--- config.mk ---
export PLATFORM = sky130hd
export DESIGN_NAME = nv_nvdla_pdp_rdma_reg_host
export DESIGN_NICKNAME = d
export VERILOG_FILES = /design/src/rtl/nv_nvdla_pdp_rdma_reg_host_pkg.sv /design/src/rtl/nv_nvdla_pdp_rdma_poll_timer.sv /design/src/rtl/nv_nvdla_pdp_rdma_reg_host.sv
export SDC_FILE = /design/constraint.sdc
export NUM_CORES = 1
export LEC_CHECK = 0
export ABC_CLOCK_PERIOD_IN_PS = 1720
export CELL_PAD_IN_SITES_DETAIL_PLACEMENT = 0
export CELL_PAD_IN_SITES_GLOBAL_PLACEMENT = 1
export CORE_UTILIZATION = 29
export DETAILED_ROUTE_END_ITERATION = 8
export GPL_TIMING_DRIVEN = 0
export PLACE_DENSITY = 0.89
export SYNTH_ARGS = -nofsm -noshare
export SYNTH_HDL_FRONTEND = slang
export SYNTH_SLANG_ARGS = --single-unit
--- constraint.sdc ---
create_clock -name nvdla_core_clk -period 1.72 [get_ports nvdla_core_clk]
set_input_delay 0.344 -clock nvdla_core_clk [delete_from_list [all_inputs] [get_ports nvdla_core_clk]]
set_output_delay 0.344 -clock nvdla_core_clk [all_outputs]
set_load 0.05 [all_outputs]
--- src/rtl/nv_nvdla_pdp_rdma_reg_host_pkg.sv ---
// Shared definitions for the PDP RDMA register-programming host.
// Holds the single-register-space offsets, the status encoding, the host FSM
// state type, and helpers for status-field extraction and offset legality.
package nv_nvdla_pdp_rdma_reg_host_pkg;

  localparam logic [11:0] PTR_OFS     = 12'h004;
  localparam logic [11:0] STAT_OFS    = 12'h000;
  localparam logic [1:0]  STATUS_IDLE = 2'b00;

  // Status word carries one 2-bit field per register group.
  localparam int unsigned STAT_LSB_G0 = 0;
  localparam int unsigned STAT_LSB_G1 = 16;

  typedef enum logic [2:0] {
    ST_IDLE,
    ST_RD_PTR,
    ST_RD_STAT,
    ST_GAP,
    ST_CFG,
    ST_FLIP,
    ST_PTR_WR,
    ST_DONE
  } state_e;

  function automatic logic [1:0] stat_field(input logic [31:0] word, input logic grp);
    return grp ? word[STAT_LSB_G1 +: 2] : word[STAT_LSB_G0 +: 2];
  endfunction

  // The caller must not touch the single-register-space control registers.
  function automatic logic ofs_illegal(input logic [11:0] ofs);
    return (ofs == PTR_OFS) || (ofs == STAT_OFS);
  endfunction

endpackage

--- src/rtl/nv_nvdla_pdp_rdma_poll_timer.sv ---
// Poll pacing for the register host.
//   clk_i, rst_i  : clock, synchronous active-high reset
//   gap_load_i    : start an inter-poll gap of POLL_GAP cycles
//   poll_inc_i    : count one busy status read
//   poll_clr_i    : clear the busy-read count
//   gap_done_o    : current gap cycle is the last one
//   timeout_o     : the status read in progress is the last one allowed
module nv_nvdla_pdp_rdma_poll_timer
  import nv_nvdla_pdp_rdma_reg_host_pkg::*;
#(
  parameter int unsigned POLL_GAP      = 4,
  parameter int unsigned TIMEOUT_POLLS = 255
) (
  input  logic clk_i,
  input  logic rst_i,
  input  logic gap_load_i,
  input  logic poll_inc_i,
  input  logic poll_clr_i,
  output logic gap_done_o,
  output logic timeout_o
);

  localparam int unsigned GW = (POLL_GAP > 1) ? $clog2(POLL_GAP) : 1;

  logic [GW-1:0] gap_q, gap_d;
  logic [7:0]    poll_q, poll_d;

  always_comb begin
    gap_d = gap_q;
    if (gap_load_i) begin
      gap_d = GW'(POLL_GAP - 1);
    end else if (gap_q != '0) begin
      gap_d = gap_q - 1'b1;
    end
  end

  always_comb begin
    poll_d = poll_q;
    if (poll_clr_i) begin
      poll_d = '0;
    end else if (poll_inc_i) begin
      poll_d = poll_q + 8'd1;
    end
  end

  always_ff @(posedge clk_i) begin
    if (rst_i) begin
      gap_q  <= '0;
      poll_q <= '0;
    end else begin
      gap_q  <= gap_d;
      poll_q <= poll_d;
    end
  end

  assign gap_done_o = (gap_q == '0);
  assign timeout_o  = (poll_q == 8'(TIMEOUT_POLLS - 1));

endmodule

--- src/rtl/nv_nvdla_pdp_rdma_reg_host.sv ---
// Register-bus initiator programming one PDP RDMA register group.
// Reads the producer pointer, polls that group's status until idle, streams
// caller config writes, then flips the producer pointer.
//   nvdla_core_clk/rst        : clock, synchronous active-high reset
//   launch_valid/ready        : request to program the next group
//   cfg_valid/ready/offset/data/last : config write beats
//   reg_offset/wr_data/wr_en  : register bus to the RDMA slave (registered)
//   reg_rd_data               : combinational slave read data for reg_offset
//   done_valid/group/err      : one-cycle completion report
//   busy                      : not idle
module nv_nvdla_pdp_rdma_reg_host
  import nv_nvdla_pdp_rdma_reg_host_pkg::*;
#(
  parameter int unsigned POLL_GAP      = 4,
  parameter int unsigned TIMEOUT_POLLS = 255
) (
  input  logic        nvdla_core_clk,
  input  logic        nvdla_core_rst,
  input  logic        launch_valid,
  output logic        launch_ready,
  input  logic        cfg_valid,
  output logic        cfg_ready,
  input  logic [11:0] cfg_offset,
  input  logic [31:0] cfg_data,
  input  logic        cfg_last,
  output logic [11:0] reg_offset,
  output logic [31:0] reg_wr_data,
  output logic        reg_wr_en,
  input  logic [31:0] reg_rd_data,
  output logic        done_valid,
  output logic        done_group,
  output logic        done_err,
  output logic        busy
);

  state_e      state_q, state_d;
  logic        grp_q, grp_d;
  logic        err_ill_q, err_ill_d;
  logic [11:0] reg_offset_q, reg_offset_d;
  logic [31:0] reg_wr_data_q, reg_wr_data_d;
  logic        reg_wr_en_q, reg_wr_en_d;
  logic        launch_ready_q, launch_ready_d;
  logic        cfg_ready_q, cfg_ready_d;
  logic        done_valid_q, done_valid_d;
  logic        done_group_q, done_group_d;
  logic        done_err_q, done_err_d;
  logic        busy_q, busy_d;

  logic gap_load, poll_inc, poll_clr, gap_done, timeout;
  logic stat_busy;
  logic rd_unused;

  assign stat_busy = (stat_field(reg_rd_data, grp_q) != STATUS_IDLE);
  assign rd_unused = ^{reg_rd_data[31:18], reg_rd_data[15:2]};

  nv_nvdla_pdp_rdma_poll_timer #(
    .POLL_GAP      (POLL_GAP),
    .TIMEOUT_POLLS (TIMEOUT_POLLS)
  ) u_timer (
    .clk_i      (nvdla_core_clk),
    .rst_i      (nvdla_core_rst),
    .gap_load_i (gap_load),
    .poll_inc_i (poll_inc),
    .poll_clr_i (poll_clr),
    .gap_done_o (gap_done),
    .timeout_o  (timeout)
  );

  always_ff @(posedge nvdla_core_clk) begin
    if (nvdla_core_rst) begin
      state_q <= ST_IDLE;
    end else begin
      state_q <= state_d;
    end
  end

  always_comb begin
    state_d = state_q;
    case (state_q)
      ST_IDLE:    if (launch_valid) state_d = ST_RD_PTR;
      ST_RD_PTR:  state_d = ST_RD_STAT;
      ST_RD_STAT: begin
        if (!stat_busy)   state_d = ST_CFG;
        else if (timeout) state_d = ST_DONE;
        else              state_d = ST_GAP;
      end
      ST_GAP:     if (gap_done) state_d = ST_RD_STAT;
      ST_CFG:     if (cfg_valid && cfg_last) state_d = ST_FLIP;
      ST_FLIP:    state_d = ST_PTR_WR;
      ST_PTR_WR:  state_d = ST_DONE;
      ST_DONE:    state_d = ST_IDLE;
      default:    state_d = ST_IDLE;
    endcase
  end

  // Every output is a flop, so each value is prepared one cycle ahead from
  // the state being entered.
  always_comb begin
    grp_d          = grp_q;
    err_ill_d      = err_ill_q;
    reg_offset_d   = reg_offset_q;
    reg_wr_data_d  = reg_wr_data_q;
    reg_wr_en_d    = 1'b0;
    done_valid_d   = 1'b0;
    done_group_d   = done_group_q;
    done_err_d     = done_err_q;
    launch_ready_d = (state_d == ST_IDLE);
    cfg_ready_d    = (state_d == ST_CFG);
    busy_d         = (state_d != ST_IDLE);
    gap_load       = 1'b0;
    poll_inc       = 1'b0;
    poll_clr       = 1'b0;
    case (state_q)
      ST_IDLE: begin
        if (state_d == ST_RD_PTR) reg_offset_d = PTR_OFS;
      end
      ST_RD_PTR: begin
        grp_d        = reg_rd_data[0];
        reg_offset_d = STAT_OFS;
      end
      ST_RD_STAT: begin
        if (stat_busy) begin
          poll_inc = 1'b1;
          if (timeout) begin
            done_valid_d = 1'b1;
            done_group_d = grp_q;
            done_err_d   = 1'b1;
          end else begin
            gap_load = 1'b1;
          end
        end
      end
      ST_CFG: begin
        if (cfg_valid) begin
          if (ofs_illegal(cfg_offset)) begin
            err_ill_d = 1'b1;
          end else begin
            reg_wr_en_d   = 1'b1;
            reg_offset_d  = cfg_offset;
            reg_wr_data_d = cfg_data;
          end
        end
      end
      ST_FLIP: begin
        reg_offset_d  = PTR_OFS;
        reg_wr_data_d = {31'b0, ~grp_q};
        reg_wr_en_d   = 1'b1;
      end
      ST_PTR_WR: begin
        done_valid_d = 1'b1;
        done_group_d = grp_q;
        done_err_d   = err_ill_q;
      end
      ST_DONE: begin
        poll_clr  = 1'b1;
        err_ill_d = 1'b0;
      end
      default: ;
    endcase
  end

  always_ff @(posedge nvdla_core_clk) begin
    if (nvdla_core_rst) begin
      grp_q          <= 1'b0;
      err_ill_q      <= 1'b0;
      reg_offset_q   <= '0;
      reg_wr_data_q  <= '0;
      reg_wr_en_q    <= 1'b0;
      launch_ready_q <= 1'b1;
      cfg_ready_q    <= 1'b0;
      done_valid_q   <= 1'b0;
      done_group_q   <= 1'b0;
      done_err_q     <= 1'b0;
      busy_q         <= 1'b0;
    end else begin
      grp_q          <= grp_d;
      err_ill_q      <= err_ill_d;
      reg_offset_q   <= reg_offset_d;
      reg_wr_data_q  <= reg_wr_data_d;
      reg_wr_en_q    <= reg_wr_en_d;
      launch_ready_q <= launch_ready_d;
      cfg_ready_q    <= cfg_ready_d;
      done_valid_q   <= done_valid_d;
      done_group_q   <= done_group_d;
      done_err_q     <= done_err_d;
      busy_q         <= busy_d;
    end
  end

  assign reg_offset   = reg_offset_q;
  assign reg_wr_data  = reg_wr_data_q;
  assign reg_wr_en    = reg_wr_en_q;
  assign launch_ready = launch_ready_q;
  assign cfg_ready    = cfg_ready_q;
  assign done_valid   = done_valid_q;
  assign done_group   = done_group_q;
  assign done_err     = done_err_q;
  assign busy         = busy_q;

endmodule

Word level (Yosys, flattened, before mapping)
Cells that the tools add are included.

cells by class
  magnitude comparators = 0
  $add $sub $neg = 2
  shift-type cells = 0
  bitwise gates (word level) = 1
  reduce and logical (&&, ||, !) cells = 19
  equality and inequality tests = 17
  muxes and demuxes = 37
  $mul = 0
  div/mod/pow operators = 0

operators by type and width
  operator                                                                 number
  32-bit 2-to-1 mux                                                        2
  32-bit case mux with 2 select lines                                      1
  12-bit case mux with 4 select lines                                      1
  12-bit 2-to-1 mux                                                        3
  3-bit case mux with 8 select lines                                       1
  1-bit 2-to-1 mux                                                         16
  3-bit equality test (second input constant)                              5
  3-bit 2-to-1 mux                                                         5
  12-bit by 3-bit equality test with 1-bit output (second input constant)  1
  12-bit logical NOT                                                       1
  2-bit inequality test (second input constant)                            6
  2-bit nonzero test                                                       6
  1-bit case mux with 2 select lines                                       5
  3-bit AND reduction                                                      3
  8-bit by 1-bit adder with 8-bit output (second input constant)           1
  8-bit equality test (second input constant)                              1
  3-bit by 1-bit equality test with 1-bit output (second input constant)   2
  3-bit by 2-bit equality test with 1-bit output (second input constant)   2
  3-bit logical NOT                                                        2
  2-bit 2-to-1 mux                                                         3
  4-bit AND reduction                                                      1
  4-bit nonzero test                                                       1
  3-bit nonzero test                                                       1
  2-bit logical NOT                                                        1
  other kinds (5)                                                          5

word-level totals
  memory bits (read-only) = 0
  memories = 0
  memory bits (writable) = 0
  bits of input ports = 81
  bits in registers = 66
  bits in latches = 0
  word-level logic and storage cells = 90

Logic depth before layout (Yosys ltp)
Gate-level depths: netlist of the first run.

  word-level depth = 7
  mapped depth = 6
  depth with buffers taken out = 6

Modules after synthesis
From an unflattened synthesis of the first run, not the netlist that was laid out.

second synthesis, totals
  cells, all modules = 259
  area, all modules = 2,646.3 um^2

by module, submodules not included
  module                        times used  seq. area each (um^2)  area each (um^2)  cells an instance
  nv_nvdla_pdp_rdma_reg_host    1           1,121.1                2,184.6           207
  nv_nvdla_pdp_rdma_poll_timer  1           200.2                  461.7             52

Least setup slack after synthesis of the first run
Ideal clock, no wire load.

  path type = reg2reg
  from = register state_q[2]
  to = register reg_wr_data_q[10], in the netlist reg_wr_data[10]
  required time = 1.592 ns
  setup time = 0.128 ns
  stages on the path, launching flop included = 7
  setup slack = 0.219 ns
  clock period less this slack = 1.501 ns
  data arrival time = 1.374 ns
  path through = dfxtp_1 > buf_2 > nand3b_1 > a31oi_4 > buf_6 > mux2i_1 > nor2_1

on the way
  cells in the longest elaborated chain, start to end = 3

ends and longest elaborated chain
  item                                                                          RTL line                           text
  from (decl)                                                                   nv_nvdla_pdp_rdma_reg_host.sv:36   state_e state_q, state_d;
  from (signal assigned)                                                        nv_nvdla_pdp_rdma_reg_host.sv:73   state_q <= state_d;
  3-bit equality test                                                           nv_nvdla_pdp_rdma_reg_host.sv:113  case (state_q)
  2-bit inequality test (no source line) or 2-bit nonzero test (tied branches)  n/a
  3-bit AND reduction (no source line)                                          n/a
  to (signal assigned)                                                          nv_nvdla_pdp_rdma_reg_host.sv:179  reg_wr_data_q <= reg_wr_data_d;
  to (decl)                                                                     nv_nvdla_pdp_rdma_reg_host.sv:40   logic [31:0] reg_wr_data_q, reg_wr_data_d;

Parallel ways exist; a longest one is shown, timed or not.
A chain may end at the register's enable or synchronous reset.

Final worst setup path of the first run
  from = input cfg_offset[4]
  to = register reg_wr_data_q[20], in the netlist reg_wr_data[20]

on the way
  cells in the longest elaborated chain, start to end = 4

ends and longest elaborated chain
  item                                                                                   RTL line                              text
  from (decl)                                                                            nv_nvdla_pdp_rdma_reg_host.sv:23      input logic [11:0] cfg_offset,
  12-bit by 3-bit equality test with 1-bit output or 12-bit logical NOT (tied branches)  nv_nvdla_pdp_rdma_reg_host_pkg.sv:31  return (ofs == PTR_OFS) || (ofs == STAT_OFS);
  1-bit logical OR (*)                                                                   nv_nvdla_pdp_rdma_reg_host_pkg.sv:31
  2-bit inequality test (no source line) (*)                                             n/a
  3-bit AND reduction (no source line) (*)                                               n/a

Every way passes the cells marked *; elsewhere a longest branch is shown, timed or not.

==> flow_summary.html, run 1 <==
<table>
<tr><th>Metric</th><th>Value</th></tr>
<tr><th colspan="2">Setup path</th></tr>
<tr><td>Worst path arrival time</td><td>~1900 ps</td></tr>
<tr><td>Critical path launch point type</td><td>input pin</td></tr>
<tr><td>Endpoint type of the worst setup path</td><td>flip-flop</td></tr>
<tr><td>Critical Path Max Stage Delay</td><td>470 ps</td></tr>
<tr><td>Crit Path Class</td><td>input pin to flip-flop</td></tr>
<tr><td>Crit path cell chain</td><td>clkdlybuf4s50_1 &gt; nor4_4 &gt; a31oi_4 &gt; buf_12 &gt; buf_12 &gt; mux2i_1 &gt; nor2_1</td></tr>
<tr><td>Data required time at the worst endpoint</td><td>around 2000 ps</td></tr>
<tr><td>Crit path max-delay cell type</td><td>clkdlybuf4s50_1</td></tr>
<tr><td>Maximum net fanout on the critical path</td><td>10</td></tr>
<tr><td>Most frequent cell on the critical path</td><td>buf_12</td></tr>
<tr><th colspan="2">GRT</th></tr>
<tr><td>Most used routing layer in global routing</td><td>met2</td></tr>
<tr><td>Met1 global-route usage</td><td>about a fifth</td></tr>
<tr><td>Met2 capacity usage during global routing</td><td>approximately a quarter</td></tr>
<tr><td>Number of antenna violations at the first check in global routing</td><td>0</td></tr>
<tr><td>Met3 capacity usage during global routing</td><td>~5.8%</td></tr>
<tr><td>Pin count of the biggest net entering global routing</td><td>14</td></tr>
<tr><td>Global-route total usage across every layer</td><td>15.25%</td></tr>
<tr><td>Wire length of the first global-routing pass</td><td>~12 mm</td></tr>
<tr><td>GRT Residual Overflow</td><td>0</td></tr>
<tr><td>Via count of the first global-routing pass</td><td>between 2,000 and 2,500</td></tr>
<tr><th colspan="2">Synthesis</th></tr>
<tr><td>Net count after synthesis</td><td>between 300 and 400</td></tr>
<tr><td>Dominant register cell in the synthesized netlist</td><td>dfxtp_1</td></tr>
<tr><td>Sequential share of the synthesized area</td><td>between 40% and 50%</td></tr>
<tr><td>Yosys warns</td><td>0</td></tr>
<tr><td>Share of flip-flops with an asynchronous set or reset</td><td>0%</td></tr>
<tr><td>Yosys reg bits</td><td>66</td></tr>
<tr><td>Instance count of the mapped netlist</td><td>about 300</td></tr>
<tr><td>Number of distinct library cell variants in the gate-level netlist after synthesis</td><td>49</td></tr>
<tr><td>EDFF count, synth</td><td>0</td></tr>
<tr><td>Cell area after synthesis</td><td>~0.0028 sq mm</td></tr>
<tr><td>Mean instance size in the synthesized netlist</td><td>between 9 and 10 sq um</td></tr>
<tr><th colspan="2">Placed design</th></tr>
<tr><td>Number of buffers inserted by port buffering</td><td>103</td></tr>
<tr><td>Hpwl dp</td><td>5.397 mm</td></tr>
<tr><td>Worst slack at placement</td><td>-390.2 ps</td></tr>
<tr><td>Dpl cell area</td><td>around 0.004 sq mm</td></tr>
<tr><td>GP Congestion</td><td>between 0.7 and 0.8</td></tr>
<tr><td>Post-placement cell count</td><td>roughly 530</td></tr>
<tr><th colspan="2">Route</th></tr>
<tr><td>Drt pass-1 iters</td><td>4</td></tr>
<tr><td>Number of vias per cell after detailed routing</td><td>about 4.6</td></tr>
<tr><td>Wirelength, routed</td><td>approximately 7.5 mm</td></tr>
<tr><td>Number of DRC markers in iteration 0</td><td>between 90 and 100</td></tr>
<tr><td>Vias</td><td>around 2,500</td></tr>
<tr><td>DRC violations left</td><td>0</td></tr>
<tr><td>Post-DRT Antenna Nets</td><td>0</td></tr>
<tr><td>WL/cell</td><td>between 10 and 15 microns</td></tr>
<tr><th colspan="2">STA</th></tr>
<tr><td>Worst-Margin Slew</td><td>roughly 540 ps</td></tr>
<tr><td>Count of final hold-check violations</td><td>0</td></tr>
<tr><td>Final setup vio count</td><td>0</td></tr>
<tr><td>Final critical-path setup slack</td><td>57.63 ps</td></tr>
<tr><td>Share of the clock period used by the worst path after layout</td><td>a little over nine tenths</td></tr>
<tr><td>Final Max Tran Viols</td><td>0</td></tr>
<tr><td>Maximum clock rate</td><td>around 600 MHz</td></tr>
<tr><td>Final setup skew</td><td>roughly 10 ps</td></tr>
<tr><td>Post-layout min period</td><td>roughly 1700 ps</td></tr>
<tr><td>Max transition margin</td><td>between 60 and 70%</td></tr>
<tr><th colspan="2">Pwr</th></tr>
<tr><td>Tot Pwr</td><td>0.003799 W</td></tr>
<tr><td>Leakage power total</td><td>roughly 1.7 nW</td></tr>
<tr><td>Worst supply voltage drop on vdd</td><td>around 0.00067 V</td></tr>
<tr><td>Total power density per cell area</td><td>between 800 and 900 mW/mm^2</td></tr>
<tr><th colspan="2">Clock tree</th></tr>
<tr><td>Number of CTS-inserted buffers</td><td>9</td></tr>
<tr><td>Later-pin clock latency in the skew report</td><td>between 300 and 400 ps</td></tr>
<tr><td>Cell at the root of the clock tree</td><td>clkbuf_8</td></tr>
<tr><td>Clock tree from TritonCTS</td><td>built</td></tr>
<tr><td>Maximum root-to-sink buffer count</td><td>2</td></tr>
<tr><td>Clock transition at the registers of the reported paths</td><td>80 ps</td></tr>
<tr><td>CTS H-Tree Depth</td><td>3</td></tr>
<tr><td>Sinks on Clock Net</td><td>66</td></tr>
<tr><th colspan="2">Layout</th></tr>
<tr><td>Summed area of non-filler cells in the final layout</td><td>roughly 0.0043 sq mm</td></tr>
<tr><td>Final standard cell count with taps included and fillers excluded</td><td>between 500 and 600</td></tr>
<tr><td>Number of inserted filler cells in the final layout</td><td>roughly 900</td></tr>
<tr><td>Post-synthesis to final-layout area growth</td><td>53.95%</td></tr>
<tr><td>Number of antenna repair diodes</td><td>0</td></tr>
<tr><td>Net count of the finished layout</td><td>about 500</td></tr>
<tr><td>Fraction of layout instances using a drive strength above 1</td><td>roughly an eighth</td></tr>
<tr><th colspan="2">Floorplan</th></tr>
<tr><td>Die W</td><td>99.76 microns</td></tr>
<tr><td>Die height</td><td>99.76 microns</td></tr>
<tr><td>Core Region</td><td>roughly 0.009 sq mm</td></tr>
<tr><td>Area of the die</td><td>0.009951 sq mm</td></tr>
<tr><td>Count of standard-cell rows</td><td>35</td></tr>
<tr><td>IO Pins</td><td>approximately 130</td></tr>
<tr><td>Initial Util</td><td>roughly 30%</td></tr>
<tr><th colspan="2">Min path</th></tr>
<tr><td>Path type of the worst min-delay path</td><td>input pin to flip-flop</td></tr>
<tr><th colspan="2">Status</th></tr>
<tr><td>Status</td><td>finished, final reports clean</td></tr>
<tr><th colspan="2">Job</th></tr>
<tr><td>Count of maximum capacitance violations</td><td>0</td></tr>
</table>
[stage by stage]
| stage | TNS (ps) | utilization, % | hold WS (ps) |
|---|---|---|---|
| 4_1_cts | 0 | 45.05 | 478.9 |
| 3_5_place_dp | -18560 | 42.90 | 469.2 |
| 2_1_floorplan | 0 | - | 430.2 |
| 3_3_place_gp | -18210 | 42.90 | 461.5 |
| 6_report | 0 | 46.17 | 318.2 |
| 5_1_grt | -25.17 | 46.17 | 305.2 |
[layout make-up]
cell class              count  area (sq um)  share of cell area (%)
plain buffers              14         116.4                   2.727
clock buffers               9         123.9                   2.903
clock inverters             7         101.3                   2.375
inverters                  10         37.54                  0.8798
multi-input cells         204          1361                   31.91
flip-flops and latches     66          1325                   31.06
well taps                 129         161.4                   3.783
repair buffers            108          1040                   24.37
[power breakdown]
part	internal, W	leakage [nW]	switching, W	total (W)
logic	0.000305	1.10	0.000372	0.000677
registers	0.00160	0.536	0.0000446	0.00164
clock network	0.000828	0.106	0.000654	0.00148
[state kept, by name, summed over array words and instances (netlist names)]
register,cells
done_valid,1
u_timer.gap_q,2
err_ill_q,1
launch_ready,1
reg_wr_en,1
reg_offset,12
busy,1
cfg_ready,1
u_timer.poll_q,8
grp_q,1
reg_wr_data,32
done_err,1
done_group,1
state_q,3
[cells in the final DEF (no fill, tap or decap), drive strengths merged, types with 11 or more instances in the layout]
master / n
mux2i: 34
inv: 11
o21ai: 17
nor2: 47
nand2: 23
a21oi: 24
clkbuf: 19
clkdlybuf4s50: 50
dlygate4sd2: 51
dfxtp: 66
[critical path, delay by kind of cell]
| family | cells | cell delay, ps |
|---|---|---|
| buffers and inverters | 3 | 780 |
| AOI/OAI and AO/OA | 1 | 150 |
| muxes | 1 | 150 |
| and+or+nand+nor | 2 | 460 |
[cell usage after synthesis, types with 2 or more instances]
library cell	count	area, sq um
nor4_2	2	25.02
o31ai_1	4	30.03
a21o_1	2	15.01
nor2_1	47	176.4
nand4_1	3	18.77
and4_1	2	17.52
buf_2	3	15.01
o21ai_0	17	85.08
nand2_1	23	86.33
nor2b_1	3	18.77
a211oi_1	3	22.52
a21oi_1	24	120.1
nor3_1	3	15.01
or3_1	2	12.51
ha_1	3	37.54
nand2b_1	2	12.51
or4_1	5	37.54
dfxtp_1	66	1321
buf_6	3	33.78
mux2i_1	34	340.3
inv_1	9	33.78
clkbuf_1	8	30.03
[kinds of logic after synthesis]
group                    Yosys count  synth area share [%]
multiplexers                      35                 12.69
AO/OA/AOI/OAI                     61                 13.86
adder cells (fa/ha/maj)            3                 1.355
AND/OR/NAND/NOR                  103                 19.46
flip-flops                        66                 47.68
XOR/XNOR                           2                0.6322
buffers and inverters             25                 4.334
[per-layer routing]
| layer | vias to the layer above | routed length, microns |
|---|---|---|
| li1 | 1272 | - |
| met1 | 1175 | 3434 |
| met2 | 82 | 3439 |
| met3 | 10 | 488 |
| met4 | 0 | 99 |
| met5 | - | 0 |
[path summary, 6_finish.rpt]
| path | start | end | slack [ps] | depth (start not counted) |
|---|---|---|---|---|
| worst max-delay path | cfg_offset[4] | reg_wr_data[20] | 60 | 7 |
| worst min-delay path | cfg_offset[10] | reg_offset[10] | 320 | 3 |
| worst max register to register | state_q[1] | reg_wr_data[20] | 80 | 7 |
| worst min register to register | reg_offset[8] | reg_offset[8] | 480 | 2 |
[timing repair]
item                                    4_1_cts  5_1_grt
hold buffers                                  0        0
cloned                                        0        1
resized for setup                            56       23
hold endpoints to repair                      0        0
pin swaps                                     0        3
endpoints found under the setup margin       91       48
setup buffers                                 2        2
Note: power is estimated with default switching activity, not from simulation.
==> run 2: changes to the inputs <==
--- a/config.mk
+++ b/config.mk
@@ -12,6 +12,7 @@
 export DETAILED_ROUTE_END_ITERATION = 8
 export GPL_TIMING_DRIVEN = 0
 export PLACE_DENSITY = 0.89
+export SETUP_SLACK_MARGIN = 0.15
 export SYNTH_ARGS = -nofsm -noshare
 export SYNTH_HDL_FRONTEND = slang
 export SYNTH_SLANG_ARGS = --single-unit
==> flow_summary.html, run 2 (synthesis gave the netlist of run 1 again) <==
<table>
<tr><th>Metric</th><th>Value</th></tr>
<tr><th colspan="2">Floorplan</th></tr>
<tr><td>Initial Util</td><td>29.99% (unchanged)</td></tr>
<tr><td>Die height</td><td>99.76 microns (unchanged)</td></tr>
<tr><td>Count of standard-cell rows</td><td>35 (unchanged)</td></tr>
<tr><td>Core Region</td><td>0.009240 sq mm (unchanged)</td></tr>
<tr><td>Die W</td><td>99.76 microns (unchanged)</td></tr>
<tr><td>Area of the die</td><td>0.009951 sq mm (unchanged)</td></tr>
<tr><td>IO Pins</td><td>132 (unchanged)</td></tr>
<tr><th colspan="2">Pwr</th></tr>
<tr><td>Total power density per cell area</td><td>858.5 mW/mm^2 (-3.6%)</td></tr>
<tr><td>Leakage power total</td><td>1.836 nW (+5.5%)</td></tr>
<tr><td>Tot Pwr</td><td>0.003895 W (+2.5%)</td></tr>
<tr><td>Worst supply voltage drop on vdd</td><td>0.0007173 V (+6.9%)</td></tr>
<tr><th colspan="2">Placed design</th></tr>
<tr><td>GP Congestion</td><td>0.7550 (unchanged)</td></tr>
<tr><td>Number of buffers inserted by port buffering</td><td>103 (unchanged)</td></tr>
<tr><td>Hpwl dp</td><td>5.397 mm (unchanged)</td></tr>
<tr><td>Dpl cell area</td><td>0.003964 sq mm (unchanged)</td></tr>
<tr><td>Worst slack at placement</td><td>-390.2 ps (unchanged)</td></tr>
<tr><th colspan="2">Min path</th></tr>
<tr><td>Path type of the worst min-delay path</td><td>input pin to flip-flop</td></tr>
<tr><th colspan="2">Setup path</th></tr>
<tr><td>Critical path launch point type</td><td>flip-flop</td></tr>
<tr><td>Maximum net fanout on the critical path</td><td>5 (-5)</td></tr>
<tr><td>Crit path max-delay family</td><td>buffers and inverters</td></tr>
<tr><td>Data required time at the worst endpoint</td><td>1950 ps (about the same)</td></tr>
<tr><td>Endpoint type of the worst setup path</td><td>flip-flop</td></tr>
<tr><td>Crit path cell chain</td><td>buf_6 &gt; nand3b_1 &gt; a31oi_4 &gt; buf_6 &gt; buf_12 &gt; buf_12 &gt; mux2i_1 &gt; nor2_1</td></tr>
<tr><td>Count of buffering cells on the critical path with inverters included</td><td>4 (+1)</td></tr>
<tr><td>Worst path arrival time</td><td>1870 ps (-20 ps)</td></tr>
<tr><td>Crit Path Class</td><td>flip-flop to flip-flop</td></tr>
<tr><td>Critical Path Max Stage Delay</td><td>330 ps (-140 ps)</td></tr>
<tr><td>Crit path max-delay cell type</td><td>dfxtp_2</td></tr>
<tr><th colspan="2">Clock tree</th></tr>
<tr><td>Cell at the root of the clock tree</td><td>clkbuf_8</td></tr>
<tr><td>Sinks on Clock Net</td><td>66 (unchanged)</td></tr>
<tr><td>Maximum root-to-sink buffer count</td><td>2 (unchanged)</td></tr>
<tr><td>Number of CTS-inserted buffers</td><td>9 (unchanged)</td></tr>
<tr><td>Clock tree from TritonCTS</td><td>built</td></tr>
<tr><td>CTS H-Tree Depth</td><td>3 (unchanged)</td></tr>
<tr><td>Clock transition at the registers of the reported paths</td><td>80 ps (about the same)</td></tr>
<tr><td>Hold bufs inserted after CTS</td><td>0 (unchanged)</td></tr>
<tr><td>Later-pin clock latency in the skew report</td><td>340 ps (about the same)</td></tr>
<tr><th colspan="2">STA</th></tr>
<tr><td>Final setup skew</td><td>9.484 ps (-0.5733 ps)</td></tr>
<tr><td>RSZ-0062 raised after global routing</td><td>yes</td></tr>
<tr><td>Maximum clock rate</td><td>608.0 MHz (+1.1%)</td></tr>
<tr><td>Post-layout min period</td><td>1645 ps (-17.72 ps)</td></tr>
<tr><td>Final Max Tran Viols</td><td>0 (unchanged)</td></tr>
<tr><td>Count of final hold-check violations</td><td>0 (unchanged)</td></tr>
<tr><td>Final setup vio count</td><td>0 (unchanged)</td></tr>
<tr><td>Share of the clock period used by the worst path after layout</td><td>95.62% (-1.0 points)</td></tr>
<tr><td>Worst-Margin Slew</td><td>520.6 ps (-15.60 ps)</td></tr>
<tr><td>Final critical-path setup slack</td><td>75.35 ps (+17.72 ps)</td></tr>
<tr><td>Max transition margin</td><td>65.43% (+1.0 points)</td></tr>
<tr><th colspan="2">Layout</th></tr>
<tr><td>Final core occ</td><td>49.10% (+2.9 points)</td></tr>
<tr><td>Summed area of non-filler cells in the final layout</td><td>0.004537 sq mm (+6.3%)</td></tr>
<tr><td>Post-synthesis to final-layout area growth</td><td>63.70%</td></tr>
<tr><td>Most frequent standard cell in the layout excluding fill and tap cells</td><td>dfxtp_1</td></tr>
<tr><td>Number of flip-flops in the largest register</td><td>32 (unchanged)</td></tr>
<tr><td>Number of antenna repair diodes</td><td>0 (unchanged)</td></tr>
<tr><td>Highest-count cells in the layout ignoring fill and taps</td><td>dfxtp_1, nor2_1, clkbuf_2</td></tr>
<tr><td>Net count of the finished layout</td><td>527 (+6.0%)</td></tr>
<tr><td>Fraction of layout instances using a drive strength above 1</td><td>30.36% (+19 points)</td></tr>
<tr><th colspan="2">Job</th></tr>
<tr><td>Count of maximum capacitance violations</td><td>0 (unchanged)</td></tr>
<tr><th colspan="2">Route</th></tr>
<tr><td>DRC violations left</td><td>0 (unchanged)</td></tr>
<tr><td>Number of DRC markers in iteration 0</td><td>93 (unchanged)</td></tr>
<tr><td>Wirelength, routed</td><td>8.049 mm (+7.9%)</td></tr>
<tr><td>Post-DRT Antenna Nets</td><td>0 (unchanged)</td></tr>
<tr><td>Vias</td><td>2,696 (+6.2%)</td></tr>
<tr><td>Drt pass-1 iters</td><td>4 (unchanged)</td></tr>
<tr><td>WL/cell</td><td>13.95 microns (+2.3%)</td></tr>
<tr><td>Number of vias per cell after detailed routing</td><td>4.672 (+0.66%)</td></tr>
<tr><th colspan="2">GRT</th></tr>
<tr><td>Global-route total usage across every layer</td><td>16.04% (+0.79 points)</td></tr>
<tr><td>Wire length of the first global-routing pass</td><td>12.46 mm (+4.6%)</td></tr>
<tr><td>GRT Residual Overflow</td><td>0 (unchanged)</td></tr>
<tr><td>Via count of the first global-routing pass</td><td>2,592 (+3.8%)</td></tr>
<tr><td>Pin count of the biggest net entering global routing</td><td>14 (unchanged)</td></tr>
<tr><td>Number of antenna violations at the first check in global routing</td><td>0 (unchanged)</td></tr>
<tr><th colspan="2">Status</th></tr>
<tr><td>Status</td><td>finished, final reports clean</td></tr>
</table>
-- run 2: cell count changes in the layout (fill, tap and decap cells not counted), moves of 3 or more --
cell and delta:
buf_6 +10, buf_16 +3, clkdlybuf4s15_1 +9, dlygate4sd2_1 -40, dfxtp_4 +3, buf_4 +17
dlymetal6s2s_1 +6, dfxtp_1 -7, clkbuf_2 +38, dfxtp_2 +4, clkdlybuf4s50_1 -14
-- run 2: metal layers --
layer | wire (microns) | vias to the layer above | share of wire (%) | GRT usage (%)
li1 | - | 1344 | - | -
met1 | 3633 | 1265 | 45 | 20.21
met2 | 3848 | 78 | 48 | 26.10
met3 | 471 | 9 | 5.9 | 5.762
met4 | 95 | 0 | 1.2 | 3.733
met5 | 0 | - | 0 | 0
-- run 2: stage by stage --
stage | hold WS, ps | TNS [ps] | std cells
floorplan | 430.2 | 0 | 295
global placement | 461.5 | -18210 | 527
detailed placement | 469.2 | -18560 | 527
CTS | 414.5 | 0 | 563
global route | 298.4 | -139.3 | 577
finish | 317.1 | 0 | 577
-- run 2: where the power goes --
part	leakage (nW)	switching [W]	internal, W	total [W]
clock network	0.106	0.000660	0.000828	0.00149
registers	0.540	0.0000495	0.00160	0.00165
logic	1.19	0.000404	0.000358	0.000761
-- run 2: repair_timing --
item	4_1_cts	5_1_grt
buffers inserted	17	13
cloned	3	1
pin swaps	9	22
endpoints found under the setup margin	111	105
resized for setup	126	99
-- run 2: worst paths after layout --
kind	from	end	slack, ps	cells past startpoint
min reg2reg	reg_offset[8]	reg_offset[8]	480	2
max	state_q[1]	reg_wr_data[15]	80	8
max reg2reg	state_q[1]	reg_wr_data[15]	80	8
min	cfg_offset[8]	reg_offset[8]	320	3
-- run 2: layout make-up --
type,count,area [sq um]
Sequential cell,66,1341
Buffer,15,135.1
Tap cell,129,161.4
Multi-Input combinational cell,205,1421
Clock inverter,7,101.3
Clock buffer,9,123.9
Timing Repair Buffer,136,1215
Inverter,10,37.54
Fill cell,869,4703
-- run 2: worst min-delay path: cells and delay by family --
| family | cells | cell delay [ps] |
|---|---|---|
| AOI/OAI and AO/OA | 1 | 50 |
| buffers and inverters | 1 | 150 |
| and+or+nand+nor | 1 | 70 |
